## src/rtl/usart_rx_frame_receiver_if.sv

```systemverilog
// Host-side bundle of the USART receiver: UDR read strobe in, received word
// and status flags out.
//   i_udr_read      host -> rx : single-cycle pulse, host has read o_data
//   o_data          rx -> host : last received word
//   o_rx_complete   rx -> host : unread word available
//   o_frame_error   rx -> host : stop bit of o_data's frame sampled as 0
//   o_parity_error  rx -> host : parity mismatch on o_data's frame
//   o_data_overrun  rx -> host : a complete frame was dropped, o_data unread
//   o_rx_busy       rx -> host : receiver FSM is not idle
interface usart_rx_frame_receiver_if #(
  parameter int unsigned DATA_BITS = 8
);
  logic                 i_udr_read;
  logic [DATA_BITS-1:0] o_data;
  logic                 o_rx_complete;
  logic                 o_frame_error;
  logic                 o_parity_error;
  logic                 o_data_overrun;
  logic                 o_rx_busy;

  // Receiver side
  modport master (
    input  i_udr_read,
    output o_data, o_rx_complete, o_frame_error, o_parity_error,
           o_data_overrun, o_rx_busy
  );

  // Host side
  modport slave (
    output i_udr_read,
    input  o_data, o_rx_complete, o_frame_error, o_parity_error,
           o_data_overrun, o_rx_busy
  );
endinterface

```

## src/rtl/usart_rx_frame_receiver.sv

```systemverilog
// USART receive frame recovery on the 16x oversampled clock.
// Frame: start bit, DATA_BITS data bits LSB first, optional parity, stop bit.
// Each bit is decided by a 2-of-3 vote over samples at counter 7, 8, 9.
// Ports:
//   i_rxclk   receive clock (16x baud)
//   i_rst     synchronous active-high reset
//   i_rxd     serial line, already synchronised, idles high
//   i_rxen    receiver enable; low aborts any frame in progress
//   i_upm1    parity enable
//   i_upm0    parity mode (0 even, 1 odd)
//   udr       host-side bundle (read strobe, data word, status flags)
module usart_rx_frame_receiver #(
  parameter int unsigned DATA_BITS = 8
) (
  input  logic                          i_rxclk,
  input  logic                          i_rst,
  input  logic                          i_rxd,
  input  logic                          i_rxen,
  input  logic                          i_upm1,
  input  logic                          i_upm0,
  usart_rx_frame_receiver_if.master     udr
);

  localparam int unsigned CNT_W     = 4;
  localparam int unsigned BIT_CNT_W = 4;

  localparam logic [CNT_W-1:0]     CNT_S7   = CNT_W'(7);
  localparam logic [CNT_W-1:0]     CNT_S8   = CNT_W'(8);
  localparam logic [CNT_W-1:0]     CNT_S9   = CNT_W'(9);
  localparam logic [CNT_W-1:0]     CNT_END  = CNT_W'(15);
  localparam logic [BIT_CNT_W-1:0] LAST_BIT = BIT_CNT_W'(DATA_BITS - 1);

  typedef enum logic [2:0] {
    IDLE,
    START_CHECK,
    RECEIVE_DATA,
    PARITY_CHECK,
    STOP_CHECK
  } state_e;

  state_e                 state_q, state_d;
  logic [CNT_W-1:0]       cnt_q, cnt_d;
  logic [BIT_CNT_W-1:0]   bit_cnt_q, bit_cnt_d;
  logic [DATA_BITS-1:0]   shift_q, shift_d;
  logic                   prev_rxd_q, prev_rxd_d;
  logic                   s7_q, s7_d;
  logic                   s8_q, s8_d;
  logic                   perr_q, perr_d;
  logic [DATA_BITS-1:0]   data_q, data_d;
  logic                   rx_complete_q, rx_complete_d;
  logic                   frame_error_q, frame_error_d;
  logic                   parity_error_q, parity_error_d;
  logic                   data_overrun_q, data_overrun_d;
  logic                   rx_busy_q, rx_busy_d;

  logic                   maj_c;
  logic                   complete_c;

  // 2-of-3 vote; the third sample is the live line in the counter = 9 cycle
  assign maj_c = (s7_q & s8_q) | (s7_q & i_rxd) | (s8_q & i_rxd);

  // Next-state, datapath and status update
  always_comb begin
    state_d        = state_q;
    cnt_d          = cnt_q;
    bit_cnt_d      = bit_cnt_q;
    shift_d        = shift_q;
    prev_rxd_d     = prev_rxd_q;
    s7_d           = s7_q;
    s8_d           = s8_q;
    perr_d         = perr_q;
    data_d         = data_q;
    rx_complete_d  = rx_complete_q;
    frame_error_d  = frame_error_q;
    parity_error_d = parity_error_q;
    data_overrun_d = data_overrun_q;
    complete_c     = 1'b0;

    if (state_q == IDLE) begin
      prev_rxd_d = i_rxd;
    end else begin
      cnt_d = cnt_q + CNT_W'(1);
      if (cnt_q == CNT_S7) s7_d = i_rxd;
      if (cnt_q == CNT_S8) s8_d = i_rxd;
    end

    case (state_q)
      IDLE: begin
        if (prev_rxd_q && !i_rxd) begin
          state_d = START_CHECK;
          cnt_d   = '0;
        end
      end
      START_CHECK: begin
        if (cnt_q == CNT_S9 && maj_c) begin
          state_d = IDLE;
        end else if (cnt_q == CNT_END) begin
          state_d   = RECEIVE_DATA;
          bit_cnt_d = '0;
        end
      end
      RECEIVE_DATA: begin
        if (cnt_q == CNT_S9) shift_d = {maj_c, shift_q[DATA_BITS-1:1]};
        if (cnt_q == CNT_END) begin
          if (bit_cnt_q == LAST_BIT) begin
            // Cleared here so a parity-less frame reports no parity error
            perr_d  = 1'b0;
            state_d = i_upm1 ? PARITY_CHECK : STOP_CHECK;
          end else begin
            bit_cnt_d = bit_cnt_q + BIT_CNT_W'(1);
          end
        end
      end
      PARITY_CHECK: begin
        if (cnt_q == CNT_S9) perr_d = (^shift_q) ^ maj_c ^ i_upm0;
        if (cnt_q == CNT_END) state_d = STOP_CHECK;
      end
      STOP_CHECK: begin
        // Frame ends mid stop bit so a back-to-back start edge is not missed
        if (cnt_q == CNT_S9) begin
          complete_c = 1'b1;
          state_d    = IDLE;
        end
      end
      default: state_d = IDLE;
    endcase

    if (!i_rxen) begin
      state_d    = IDLE;
      complete_c = 1'b0;
    end

    // A read in the completion cycle frees UDR for the new word
    if (complete_c) begin
      if (!rx_complete_q || udr.i_udr_read) begin
        data_d         = shift_q;
        frame_error_d  = ~maj_c;
        parity_error_d = perr_q;
        rx_complete_d  = 1'b1;
        data_overrun_d = 1'b0;
      end else begin
        data_overrun_d = 1'b1;
      end
    end else if (udr.i_udr_read) begin
      rx_complete_d  = 1'b0;
      data_overrun_d = 1'b0;
    end

    rx_busy_d = (state_d != IDLE);
  end

  // State and output registers
  always_ff @(posedge i_rxclk) begin
    if (i_rst) begin
      state_q        <= IDLE;
      cnt_q          <= '0;
      bit_cnt_q      <= '0;
      shift_q        <= '0;
      prev_rxd_q     <= 1'b1;
      s7_q           <= 1'b0;
      s8_q           <= 1'b0;
      perr_q         <= 1'b0;
      data_q         <= '0;
      rx_complete_q  <= 1'b0;
      frame_error_q  <= 1'b0;
      parity_error_q <= 1'b0;
      data_overrun_q <= 1'b0;
      rx_busy_q      <= 1'b0;
    end else begin
      state_q        <= state_d;
      cnt_q          <= cnt_d;
      bit_cnt_q      <= bit_cnt_d;
      shift_q        <= shift_d;
      prev_rxd_q     <= prev_rxd_d;
      s7_q           <= s7_d;
      s8_q           <= s8_d;
      perr_q         <= perr_d;
      data_q         <= data_d;
      rx_complete_q  <= rx_complete_d;
      frame_error_q  <= frame_error_d;
      parity_error_q <= parity_error_d;
      data_overrun_q <= data_overrun_d;
      rx_busy_q      <= rx_busy_d;
    end
  end

  assign udr.o_data         = data_q;
  assign udr.o_rx_complete  = rx_complete_q;
  assign udr.o_frame_error  = frame_error_q;
  assign udr.o_parity_error = parity_error_q;
  assign udr.o_data_overrun = data_overrun_q;
  assign udr.o_rx_busy      = rx_busy_q;

endmodule
```

## src/flat_wrapper.sv

```systemverilog
// flat-port wrapper written by rule: the top's interface ports become plain ports
module usart_rx_frame_receiver_flat 
#(
  parameter int unsigned DATA_BITS = 8
)
  (i_rxclk, i_rst, i_rxd, i_rxen, i_upm1, i_upm0, udr_i_udr_read, udr_o_data, udr_o_rx_complete, udr_o_frame_error, udr_o_parity_error, udr_o_data_overrun, udr_o_rx_busy);
  usart_rx_frame_receiver_if #(.DATA_BITS(DATA_BITS)) udr_i ();
  input  logic i_rxclk;
  input  logic i_rst;
  input  logic i_rxd;
  input  logic i_rxen;
  input  logic i_upm1;
  input  logic i_upm0;
  input wire logic [$bits(udr_i.i_udr_read)-1:0] udr_i_udr_read;
  output wire logic [$bits(udr_i.o_data)-1:0] udr_o_data;
  output wire logic [$bits(udr_i.o_rx_complete)-1:0] udr_o_rx_complete;
  output wire logic [$bits(udr_i.o_frame_error)-1:0] udr_o_frame_error;
  output wire logic [$bits(udr_i.o_parity_error)-1:0] udr_o_parity_error;
  output wire logic [$bits(udr_i.o_data_overrun)-1:0] udr_o_data_overrun;
  output wire logic [$bits(udr_i.o_rx_busy)-1:0] udr_o_rx_busy;
  assign udr_i.i_udr_read = udr_i_udr_read;
  assign udr_o_data = udr_i.o_data;
  assign udr_o_rx_complete = udr_i.o_rx_complete;
  assign udr_o_frame_error = udr_i.o_frame_error;
  assign udr_o_parity_error = udr_i.o_parity_error;
  assign udr_o_data_overrun = udr_i.o_data_overrun;
  assign udr_o_rx_busy = udr_i.o_rx_busy;
  usart_rx_frame_receiver #(.DATA_BITS(DATA_BITS)) u_core (.i_rxclk(i_rxclk), .i_rst(i_rst), .i_rxd(i_rxd), .i_rxen(i_rxen), .i_upm1(i_upm1), .i_upm0(i_upm0), .udr(udr_i));
endmodule
```

## config.mk

```make
export PLATFORM = sky130hd
export DESIGN_NAME = usart_rx_frame_receiver_flat
export DESIGN_NICKNAME = d
export VERILOG_FILES = /design/src/rtl/usart_rx_frame_receiver_if.sv /design/src/rtl/usart_rx_frame_receiver.sv /design/src/flat_wrapper.sv
export SDC_FILE = /design/constraint.sdc
export NUM_CORES = 1
export LEC_CHECK = 0
export CAP_MARGIN = 5
export CORE_ASPECT_RATIO = 1.2
export CORE_UTILIZATION = 46
export DETAILED_ROUTE_END_ITERATION = 8
export PLACE_DENSITY = 0.67
export SYNTH_ARGS = -nofsm -noshare
export SYNTH_HDL_FRONTEND = slang
export SYNTH_SLANG_ARGS = --single-unit
```

## constraint.sdc

```tcl
create_clock -name i_rxclk -period 4.2 [get_ports i_rxclk]
set_clock_uncertainty 0.1 [all_clocks]
set_input_delay 0.84 -clock i_rxclk [delete_from_list [all_inputs] [get_ports i_rxclk]]
set_output_delay 0.84 -clock i_rxclk [all_outputs]
set_load 0.02 [all_outputs]
```

Word level (Yosys, flattened, before mapping). Index checks and enable logic that the tools add are counted.

$add $sub $neg: 2. Multiplexer cells: 30. Equality and inequality tests: 16. Bitwise gates (word level): 9. Reductions and logical operators: 18.

Operator list (number): two-way mux 4 bit (7); two-way mux 3 bit (9); one-hot mux 3 bit (5 select lines) (1); == test 4 bit (second input constant) (3); two-way mux 1 bit (11); AND reduction 2 bit (5); adder 4 x 1 -> 4 bit (second input constant) (2); == test 4 x 3 -> 1 bit (second input constant) (2); != test 2 x 1 -> 1 bit (second input constant) (4); one-hot mux 4 bit (2 select lines) (1); XOR reduction 8 bit (1); == test 3 x 2 -> 1 bit (second input constant) (2); != test 2 bit (second input constant) (3); nonzero test 2 bit (3); AND reduction 5 bit (1); AND reduction 4 bit (1); bitwise AND 1 bit (3); == test 3 x 1 -> 1 bit (second input constant) (1); == test 3 bit (second input constant) (1); logical NOT 3 bit (1); nonzero test 3 bit (1); logical AND 1 bit (2); logical NOT 1 bit (2); NOT 1 bit (2); 4 further kinds (6).

Output and inout bits: 13. Register bits after elaboration: 36. Logic and storage cells: 89.

Longest topological paths before layout. Gate-level depths: netlist (run 1).

Depth in word-level cells: 8. Depth in mapped cells: 7. Mapped depth without buffers: 6.

Worst setup path after synthesis (run 1). OpenSTA, ideal clock, no wires.

Path type: input -> register. Start point: in i_upm1. End point: reg u_core.rx_busy_q (netlist: u_core.udr.o_rx_busy). Stages on the path: 4. Path slack: 2192 ps. Data arrival time: 1781 ps. Setup time: 127 ps. Buffers on the path: 0. Cells stage by stage: and4bb_2 -> nor3_1 -> o31a_1 -> or3_1.

Longest elaborated chain between the ends: 6.

RTL lines: from (decl) (line flat_wrapper.sv:12) `input logic i_upm1;`; two-way mux 3 bit (line usart_rx_frame_receiver.sv:108) `state_d = i_upm1 ? PARITY_CHECK : STOP_CHECK;`; two-way mux 3 bit (line usart_rx_frame_receiver.sv:105) `if (bit_cnt_q == LAST_BIT) begin`; two-way mux 3 bit (line usart_rx_frame_receiver.sv:104) `if (cnt_q == CNT_END) begin`; one-hot mux 3 bit (5 select lines) (line usart_rx_frame_receiver.sv:87) `case (state_q)`; two-way mux 3 bit (line usart_rx_frame_receiver.sv:128) `if (!i_rxen) begin`; nonzero test 3 bit (line usart_rx_frame_receiver.sv:149) `rx_busy_d = (state_d != IDLE);`; to (signal assigned) (line usart_rx_frame_receiver.sv:183) `rx_busy_q <= rx_busy_d;`; to (decl) (line usart_rx_frame_receiver.sv:54) `logic rx_busy_q, rx_busy_d;`.

No other way between the ends. A chain may end at the register's enable or synchronous reset.

Worst setup path after layout (run 1).
Start point: in i_rxd. End point: reg u_core.rx_busy_q (netlist: u_core.udr.o_rx_busy).

Longest elaborated chain between the ends: 8. Elaborated cells on any way between the ends: 12. Classes of those cells: mux: 4; bitwise: 4; reduce/logical: 4.

RTL lines: from (decl) (line flat_wrapper.sv:10) `input logic i_rxd;`; bitwise AND 1 bit (line usart_rx_frame_receiver.sv:60) `assign maj_c = (s7_q & s8_q) | (s7_q & i_rxd) | (s8_q & i_rxd);`; OR 1 bit (2 in a row) (line usart_rx_frame_receiver.sv:60); logical AND 1 bit (line usart_rx_frame_receiver.sv:95) `if (cnt_q == CNT_S9 && maj_c) begin`; two-way mux 3 bit (line usart_rx_frame_receiver.sv:95); one-hot mux 3 bit (5 select lines) * (line usart_rx_frame_receiver.sv:87); two-way mux 3 bit * (line usart_rx_frame_receiver.sv:128); nonzero test 3 bit * (line usart_rx_frame_receiver.sv:149).

Every way passes the cells marked *; elsewhere a longest branch is shown, timed or not.

==> flow_summary_export.csv, run 1 <==
group,metric,value,unit
run_status,outcome,"finished, final reports clean",
placement,dpl_cell_area,0.00197,mm2
setup_path,critPathCaptureType,"flip-flop",
sta,slew_viol_final,0,
synthesis,synth_area_leaders,"dfxtp_1, mux2i_1, nor2_1",
power,p_sw,0.137,mW
cells_and_area,regArea,721,um2
placement,dp_hpwl,2370,um
cells_and_area,n_fill_cell,352,
setup_path,worstPathCellList,"clkdlybuf4s50_1 -> maj3_2 -> a311oi_1 -> o31a_1 -> or3_1",
placement,place_congestion,0.809,
sta,rsz0062_at_grt,"false",
synthesis,ys_warn_count,0,
global_route,grt_overflow,0,
routing,drtIter0Drc,48,
power,netSwitchingFraction,19.5,%
routing,drt-pass1-iter-count,4,
synthesis,ys_ff_latch,36,
sta,worst_slew_pin_slew,604,ps
sta,hold_viol,0,
synthesis,synthArstFlopShare,0,%
clock_network,cts.sinks,36,
global_route,antenna_found_initial,0,
cells_and_area,layout_common_cells,"dfxtp_1, nor2_1, mux2i_1",
synthesis,yosys.area.top_type_share,40.6,%
cells_and_area,final_area,0.00210,mm2
routing,vias_per_cell,5.16,
clock_network,cts_tree,"yes",
sta,max_freq,0.425,GHz
worst_hold_path,worst_hold_path_type,"reg -> reg",
synthesis,avgSynthCellArea,9.71,um2
sta,finalCritPeriodShare,56.0,%
global_route,grt_pass1_vias,1311,
synthesis,synth_area,0.00178,mm2
synthesis,yosys.cell_types.count,43,
floorplan,dieArea,0.00412,mm2
setup_path,slowest_stage,"clkdlybuf4s50_1",
clock_network,post_cts_resized,0,
floorplan,std_cell_rows,24,
clock_network,numCtsBuffers,5,
setup_path,worstSetupStartpointType,"input port",
synthesis,yosysTopAreaCell,"dfxtp_1",
cells_and_area,final_common_cell,"dfxtp_1",
placement,io_buffers,19,
routing,ant_nets,0,
power,clkPwrFrac,46.6,%
floorplan,start_util,48.5,%
sta,tns,0,ps
sta,slew_headroom,59.7,%
power,powerDensity,335,mW/mm2
power,ir_drop,0.209,mV
floorplan,core-area,0.00366,mm2
clock_network,path_clk_slew,70,ps
clock_network,holdBufCountCts,0,
clock_network,cts_root_buffer,"clkbuf_8",
synthesis,synthFlopType,"dfxtp_1",
floorplan,io_pins,20,
synthesis,synth-edff-count,0,
floorplan,fp.dieH,70.1,um
global_route,grt_pass1_wl,5610,um
clock_network,cts_setup_buffers,0,
clock_network,htreeDepth,2,
routing,wl,3190,um
cells_and_area,area_delta_synth_final,18.2,%
routing,wl_per_cell,12.6,um
synthesis,synthCells,183,
sta,setup-violations-final,0,
routing,vias,1310,
routing,drc,0,
cells_and_area,drive_gt1_share,9.90,%
sta,period_needed,2350,ps
floorplan,fp.dieW,58.7,um
power,power.leakage,0.780,nW
setup_path,cp_max_fo,5,
global_route,grt_usage,17.6,%
power,sequentialPowerShare,49.3,%
setup_path,required,4260,ps
power,intPower,0.566,mW
clock_network,clk_latency,280,ps
clock_network,clock_path_buffers,2,
cells_and_area,fin_nets,212,
power,combPwrFrac,4.1,%
synthesis,synth_seq_area_share,40.6,%
synthesis,synth_nets,194,
setup_path,critPathKind,"in -> reg",
global_route,grt_max_degree,29,
setup_path,cp.arrival,2410,ps
setup_path,slowest_delay,570,ps
cells_and_area,antenna_cells,0,
setup_path,r2r_setup_slack,2140,ps
cells_and_area,multiInputGateArea,971,um2
job,max_cap_viol_count,0,
==> critical path: cells and delay by family <==
| kind | cells | cell delay [ps] |
|---|---|---|
| AO/OA/AOI/OAI | 2 | 350 |
| buffers and inverters | 1 | 570 |
| adder cells (fa/ha/maj) | 1 | 300 |
| AND/OR/NAND/NOR | 1 | 350 |
==> stage by stage <==
stage / worst slack, ps / instances / hold slack, ps / power, mW / util, %
after global placement: 1620 / 246 / 342 / 0.383 / 53.9
after CTS: 1860 / 254 / 385 / 0.713 / 57.3
after global routing: 1770 / 254 / 412 / 0.730 / 57.3
after detailed placement: 1540 / 246 / 371 / 0.383 / 53.9
final: 1850 / 254 / 381 / 0.703 / 57.3
after floorplan: 2190 / 183 / 327 / 0.372 / -
==> final timing paths <==
| check | startpoint | end | depth (start not counted) |
|---|---|---|---|
| setup reg to reg | u_core.cnt_q[1] | u_core.udr.o_data[4] | 6 |
| hold / removal | u_core.prev_rxd_q | u_core.prev_rxd_q | 2 |
| setup / recovery | i_rxd | u_core.udr.o_rx_busy | 5 |
| hold reg to reg | u_core.prev_rxd_q | u_core.prev_rxd_q | 2 |
==> cells in the mapped netlist, types with 3 or more instances <==
| master | n |
|---|---|
| a21oi_1 | 4 |
| o31a_1 | 3 |
| mux2i_1 | 23 |
| buf_6 | 3 |
| xor2_1 | 5 |
| nand2b_1 | 7 |
| ha_1 | 4 |
| xnor2_1 | 5 |
| nand3_1 | 3 |
| nand2_1 | 15 |
| nor3_1 | 4 |
| a211oi_1 | 3 |
| inv_1 | 5 |
| dfxtp_1 | 36 |
| nor2_1 | 26 |
==> sequential cells by signal (all words and copies together), names as in the netlist, 3 cells and up <==
name               cells
u_core.shift_q         8
u_core.udr.o_data      8
u_core.bit_cnt_q       4
u_core.cnt_q           4
u_core.state_q         3
==> cells by family after synthesis <==
group / after synthesis / synth area share (%)
buffers and inverters: 14 / 4.79
DFF: 36 / 40.6
muxes: 23 / 13.0
and+or+nand+nor: 76 / 23.9
xor gates and xnor gates: 11 / 6.20
AOI/OAI and AO/OA: 18 / 8.17
adders and majority gates: 5 / 3.45
==> per-layer routing <==
layer / up-vias / track usage [%] / share of wire (%)
met4: 0 / 6.88 / 1.1
met5: - / 0 / 0
met1: 615 / 20.2 / 45
li1: 668 / - / -
met2: 23 / 29.9 / 51
met3: 4 / 5.19 / 2.6
==> area by class of cell <==
class	instances	share of cell area (%)
timing repair buffer	20	9.42
clock buffer	7	4.59
clock inverter	1	1.43
inverter	5	0.894
multi-input combinational	133	46.2
tap	52	3.10
sequential	36	34.3
==> power by group through the flow <==
| stage | clock, mW | sequential [mW] | combinational (mW) |
|---|---|---|---|
| 2_1_floorplan | 0 | 0.353 | 0.0190 |
| 3_3_place_gp | 0 | 0.354 | 0.0284 |
| 3_5_place_dp | 0 | 0.354 | 0.0291 |
| 4_1_cts | 0.337 | 0.346 | 0.0292 |
| 5_1_grt | 0.351 | 0.347 | 0.0321 |
| 6_report | 0.327 | 0.346 | 0.0290 |
(Power assumes the default switching activity.)
==> run 2, diff against run 1 <==
==> constraint.sdc (replaced) <==
create_clock -name i_rxclk -period 2.45 [get_ports i_rxclk]
set_clock_uncertainty 0.1 [all_clocks]
set_input_delay 0.49 -clock i_rxclk [delete_from_list [all_inputs] [get_ports i_rxclk]]
set_output_delay 0.49 -clock i_rxclk [all_outputs]
set_load 0.02 [all_outputs]
==> run 2 against run 1 <==
Effect of this change: global-route usage rose by 0.72 points; via count fell by 0.76%; flip-flop and latch count did not move; routed wire length rose by 3.1%; die area did not move; critical path type unchanged; non-clock buffer count rose by 2; combinational power rose by 88%; clock power rose by 31%; worst setup slack got worse by 1400 ps; clock-buffer cell count fell by 1; largest cell class unchanged.
==> flow_summary_export.csv, run 2 (synthesized netlist as in run 1, its figures left out) <==
group,metric,value,unit
setup_path,timing.rr.end,"u_core.udr.o_rx_busy",
sta,slew_viol_final,0,
power,p_sw,0.237,mW
global_route,grt_usage,18.3,%
setup_path,worstRegToRegCells,6,
cells_and_area,final_common_cell,"dfxtp_1",
setup_path,cp-startpoint,"i_rxd",
clock_network,numCtsBuffers,5,
power,powerDensity,516,mW/mm2
sta,max_freq,0.508,GHz
routing,drt-pass1-iter-count,4,
power,ir_drop,0.330,mV
cells_and_area,antenna_cells,0,
global_route,grt_overflow,0,
sta,setup_ws,480,ps
floorplan,std_cell_rows,24,
routing,ant_nets,0,
clock_network,cts_tree,"yes",
floorplan,fp.dieW,58.7,um
clock_network,htreeDepth,2,
placement,dp_hpwl,2440,um
floorplan,dieArea,0.00412,mm2
sta,hold_viol,0,
run_status,outcome,"finished, final reports clean",
clock_network,clock_path_buffers,2,
setup_path,rr_startpoint,"u_core.cnt_q[1]",
clock_network,cts.sinks,36,
routing,drtIter0Drc,42,
power,sequentialPowerShare,55.0,%
placement,dpl_cell_area,0.00199,mm2
clock_network,holdBufCountCts,0,
floorplan,core-area,0.00366,mm2
sta,finalCritPeriodShare,80.4,%
floorplan,io_pins,20,
routing,wl_met2,1640,um
cells_and_area,n_fill_cell,358,
sta,setup-violations-final,0,
sta,rsz0062_at_grt,"false",
sta,period_needed,1970,ps
setup_path,worstSetupStartpointType,"input port",
global_route,grt_pass1_vias,1290,
clock_network,cts_setup_buffers,0,
power,netSwitchingFraction,22.1,%
setup_path,critPathKind,"in -> reg",
sta,tns,0,ps
power,combPwrFrac,5.1,%
power,power.leakage,0.777,nW
floorplan,start_util,48.5,%
power,intPower,0.836,mW
setup_path,cp.arrival,2040,ps
clock_network,clk_latency,290,ps
sta,worst_slew_pin_slew,520,ps
cells_and_area,layout_common_cells,"dfxtp_1, nor2_1, mux2i_1",
placement,place_congestion,0.828,
worst_hold_path,worst_hold_path_type,"reg -> reg",
routing,wl_met3,103,um
floorplan,fp.dieH,70.1,um
routing,drc,0,
sta,whs,375,ps
clock_network,path_clk_slew,70,ps
cells_and_area,area_delta_synth_final,17.1,%
setup_path,critPathCaptureType,"flip-flop",
sta,slew_headroom,65.1,%
routing,wl_met1,1450,um
cells_and_area,final_area,0.00208,mm2
power,p_total,1.07,mW
power,clkPwrFrac,39.9,%
global_route,grt_pass1_wl,5750,um
clock_network,post_cts_resized,0,
setup_path,r2r_setup_slack,600,ps
routing,vias,1300,
routing,top_layer,"met4",
global_route,antenna_found_initial,0,
setup_path,endpoint,"u_core.udr.o_rx_busy",
job,max_cap_viol_count,0,
cells_and_area,drive_gt1_share,10.8,%
clock_network,cts_root_buffer,"clkbuf_8",
setup_path,required,2520,ps
routing,wl,3290,um
placement,io_buffers,19,
cells_and_area,fin_nets,214,
routing,vias_per_cell,5.08,
global_route,grt_max_degree,28,
setup_path,cp_max_fo,5,
routing,wl_per_cell,12.9,um
placement,dp_slack,191,ps
-- run 2: cell count changes in the layout (fill, tap and decap cells not counted), sizes merged --
cell	delta
bufinv	-1
buf	+2
clkinv	+2
clkbuf	-1
-- run 2: cell type report --
cell class	instances	area [um2]	area share, %
multi-input combinational	133	971	46.7
sequential	36	721	34.6
timing repair buffer	22	213	10.2
clock buffer	6	82.6	3.97
tap	52	65.1	3.13
inverter	5	18.8	0.902
clock inverter	2	10.0	0.481
-- run 2: power groups by stage --
stage / registers [mW] / clock network (mW) / logic [mW]
global placement: 0.604 / 0 / 0.0532
CTS: 0.590 / 0.441 / 0.0547
floorplan: 0.605 / 0 / 0.0326
global route: 0.591 / 0.471 / 0.0603
finish: 0.591 / 0.428 / 0.0544
detailed placement: 0.604 / 0 / 0.0542
-- run 2: through the flow --
step	cells	util [%]
final	256	56.8
after global routing	256	56.8
after CTS	256	56.8
after detailed placement	248	54.3
after global placement	248	54.3
after floorplan	183	-
-- run 2: worst min path at each step --
stage / endpoint / slack, ps / start / depth (start not counted)
2_1_floorplan: u_core.prev_rxd_q / 330 / u_core.prev_rxd_q / 2
5_1_grt: u_core.bit_cnt_q[1] / 410 / u_core.bit_cnt_q[1] / 2
4_1_cts: u_core.prev_rxd_q / 380 / u_core.prev_rxd_q / 2
3_5_place_dp: u_core.prev_rxd_q / 360 / u_core.prev_rxd_q / 2
3_3_place_gp: u_core.prev_rxd_q / 340 / u_core.prev_rxd_q / 2
6_report: u_core.prev_rxd_q / 380 / u_core.prev_rxd_q / 2
-- run 2: critical path: stages --
cell and delay (ps):
clkdlybuf4s50_1 560, maj3_2 280, a311oi_1 100, o31a_1 260, or3_1 340
-- run 2: metal layers --
metal | GRT usage, % | vias up
met5 | 0 | -
met1 | 21.9 | 604
met3 | 4.81 | 8
met4 | 8.47 | 0
li1 | - | 670
met2 | 29.9 | 18
==> run 3, diff against run 2 <==
--- a/config.mk
+++ b/config.mk
@@ -9,7 +9,7 @@
 export CORE_ASPECT_RATIO = 1.2
 export CORE_UTILIZATION = 46
 export DETAILED_ROUTE_END_ITERATION = 8
-export PLACE_DENSITY = 0.67
+export PLACE_DENSITY = 0.7
 export SYNTH_ARGS = -nofsm -noshare
 export SYNTH_HDL_FRONTEND = slang
 export SYNTH_SLANG_ARGS = --single-unit
==> constraint.sdc (replaced) <==
create_clock -name i_rxclk -period 1.8 [get_ports i_rxclk]
set_clock_uncertainty 0.1 [all_clocks]
set_input_delay 0.36 -clock i_rxclk [delete_from_list [all_inputs] [get_ports i_rxclk]]
set_output_delay 0.36 -clock i_rxclk [all_outputs]
set_load 0.02 [all_outputs]
==> run 3 against run 2 <==
Effect of this change: die area stayed put; global-route usage is 0.22 points higher; total power is 37% higher; sequential power is 37% higher; critical path depth is 1 higher; clock-buffer cell count stayed put; first-iteration DRC count is 17% higher; register-to-register slack worse by 600 ps; sequential share of layout area is 2.4 points lower; combinational power is 57% higher; critical path type is now reg -> reg.
==> flow_summary_export.csv, run 3 (synthesized netlist as in run 1, its figures left out) <==
group,metric,value,unit
power,p_total,1.47,mW
worst_hold_path,hold_start,"u_core.prev_rxd_q",
placement,io_buffers,19,
floorplan,start_util,48.5,%
setup_path,critPathCaptureType,"flip-flop",
global_route,antenna_found_initial,0,
sta,whs,367,ps
sta,slew_headroom,74.6,%
routing,top_layer,"met4",
routing,ant_nets,0,
setup_path,required,1870,ps
floorplan,std_cell_rows,24,
global_route,grt_usage,18.5,%
cells_and_area,final_common_cell,"dfxtp_1",
floorplan,fp.dieH,70.1,um
setup_path,worstSetupStartpointType,"flip-flop",
clock_network,clock_path_buffers,2,
clock_network,path_clk_slew,70,ps
power,p_sw,0.321,mW
global_route,grt_max_degree,21,
routing,wl_met3,110,um
cells_and_area,final_area,0.00224,mm2
setup_path,rr_startpoint,"u_core.cnt_q[1]",
setup_path,critPathKind,"reg -> reg",
cells_and_area,final_util,61.2,%
worst_hold_path,whs_path_depth,2,
power,netSwitchingFraction,21.8,%
floorplan,fp.dieW,58.7,um
floorplan,core-area,0.00366,mm2
global_route,grt_pass1_vias,1376,
cells_and_area,fin_cells,270,
sta,finalCritPeriodShare,100,%
power,power.leakage,0.864,nW
placement,placedCellCount,257,
clock_network,numCtsBuffers,5,
sta,worst_slew_pin_slew,380,ps
placement,dp_slack,-250,ps
sta,setup-violations-final,0,
cells_and_area,fin_nets,228,
sta,setup_ws,0.0981,ps
clock_network,htreeDepth,2,
sta,rsz0062_at_grt,"true",
setup_path,r2r_setup_slack,0.1,ps
global_route,grt_overflow,0,
sta,period_needed,1800,ps
cells_and_area,regArea,723,um2
global_route,grt_pass1_wl,5820,um
power,ir_drop,0.442,mV
routing,vias,1380,
power,powerDensity,655,mW/mm2
power,combPwrFrac,5.8,%
power,sequentialPowerShare,54.9,%
routing,wl_met2,1770,um
routing,drtIter0Drc,49,
clock_network,cts.sinks,36,
power,intPower,1.15,mW
cells_and_area,antenna_cells,0,
sta,slew_viol_final,0,
sta,hold_viol,0,
clock_network,cts_root_buffer,"clkbuf_8",
placement,dpl_cell_area,0.00208,mm2
placement,dp_hpwl,2520,um
cells_and_area,layout_common_cells,"dfxtp_1, nor2_1, mux2i_1",
sta,max_freq,0.556,GHz
routing,vias_per_cell,5.11,
clock_network,clk_latency,290,ps
placement,place_congestion,0.869,
setup_path,cp_max_fo,5,
worst_hold_path,worst_hold_path_type,"reg -> reg",
clock_network,cts_tree,"yes",
routing,drc,0,
setup_path,cp.arrival,1870,ps
run_status,outcome,"finished, final reports clean",
worst_hold_path,min_to,"u_core.prev_rxd_q",
power,clkPwrFrac,39.3,%
cells_and_area,area_delta_synth_final,26.2,%
setup_path,timing.rr.end,"u_core.udr.o_rx_busy",
floorplan,io_pins,20,
routing,wl_per_cell,12.4,um
cells_and_area,n_fill_cell,337,
sta,tns,0,ps
cells_and_area,multiInputGateArea,997,um2
routing,drt-pass1-iter-count,4,
routing,wl,3360,um
cells_and_area,drive_gt1_share,19.7,%
floorplan,dieArea,0.00412,mm2
setup_path,worstRegToRegCells,6,
job,max_cap_viol_count,0,
routing,wl_met1,1390,um
run 3: changes by cell type in the layout (fill, tap and decap cells not counted), sizes merged:
| cell | delta |
|---|---|
| buf | +14 |
| clkdlybuf4s50 | -1 |
| dlymetal6s2s | +1 |
run 3: worst max-delay path: stages (launching register included):
cell and delay, ps:
dfxtp_2 340, inv_2 80, ha_4 120, and3b_2 240, a311oi_2 120, o31a_1 320, or3_1 360
run 3: worst max-delay path by stage:
| stage | start | endpoint | slack (ps) | cells past startpoint |
|---|---|---|---|---|
| 2_1_floorplan | u_core.cnt_q[1] | u_core.udr.o_rx_busy | 100 | 6 |
| 3_3_place_gp | i_rxd | u_core.udr.o_rx_busy | -220 | 5 |
| 3_5_place_dp | i_rxd | u_core.udr.o_rx_busy | -250 | 5 |
| 4_1_cts | u_core.cnt_q[0] | u_core.udr.o_rx_busy | 10 | 5 |
| 5_1_grt | u_core.cnt_q[1] | u_core.udr.o_rx_busy | -70 | 6 |
| 6_report | u_core.cnt_q[1] | u_core.udr.o_rx_busy | 0.1 | 6 |
run 3: repair_timing:
action | CTS | global route
resized for setup | 0 | 9
hold buffers | 0 | 0
endpoints found under the setup margin | 0 | 8
buffers inserted | 0 | 5
endpoints found under the hold margin | 0 | 0
run 3: area by class of cell:
| class | count | share of cell area (%) |
|---|---|---|
| Timing Repair Buffer | 36 | 15.4 |
| Clock inverter | 2 | 0.446 |
| Clock buffer | 6 | 3.68 |
| Tap cell | 52 | 2.90 |
| Sequential cell | 36 | 32.3 |
| Multi-Input combinational cell | 133 | 44.5 |
| Inverter | 5 | 0.837 |
run 3: routing by layer:
layer  vias up  track usage, %
li1        698               -
met1       647            20.0
met2        26            32.3
met3         9            5.19
met4         0            8.73
met5         -               0
run 3: power groups by stage:
stage                     Combinational, mW  Sequential (mW)  Clock (mW)
after floorplan                      0.0444            0.823           0
after global placement               0.0791            0.824           0
after detailed placement             0.0812            0.824           0
after CTS                            0.0819            0.806       0.604
after global routing                 0.0930            0.807       0.626
final                                0.0853            0.807       0.578
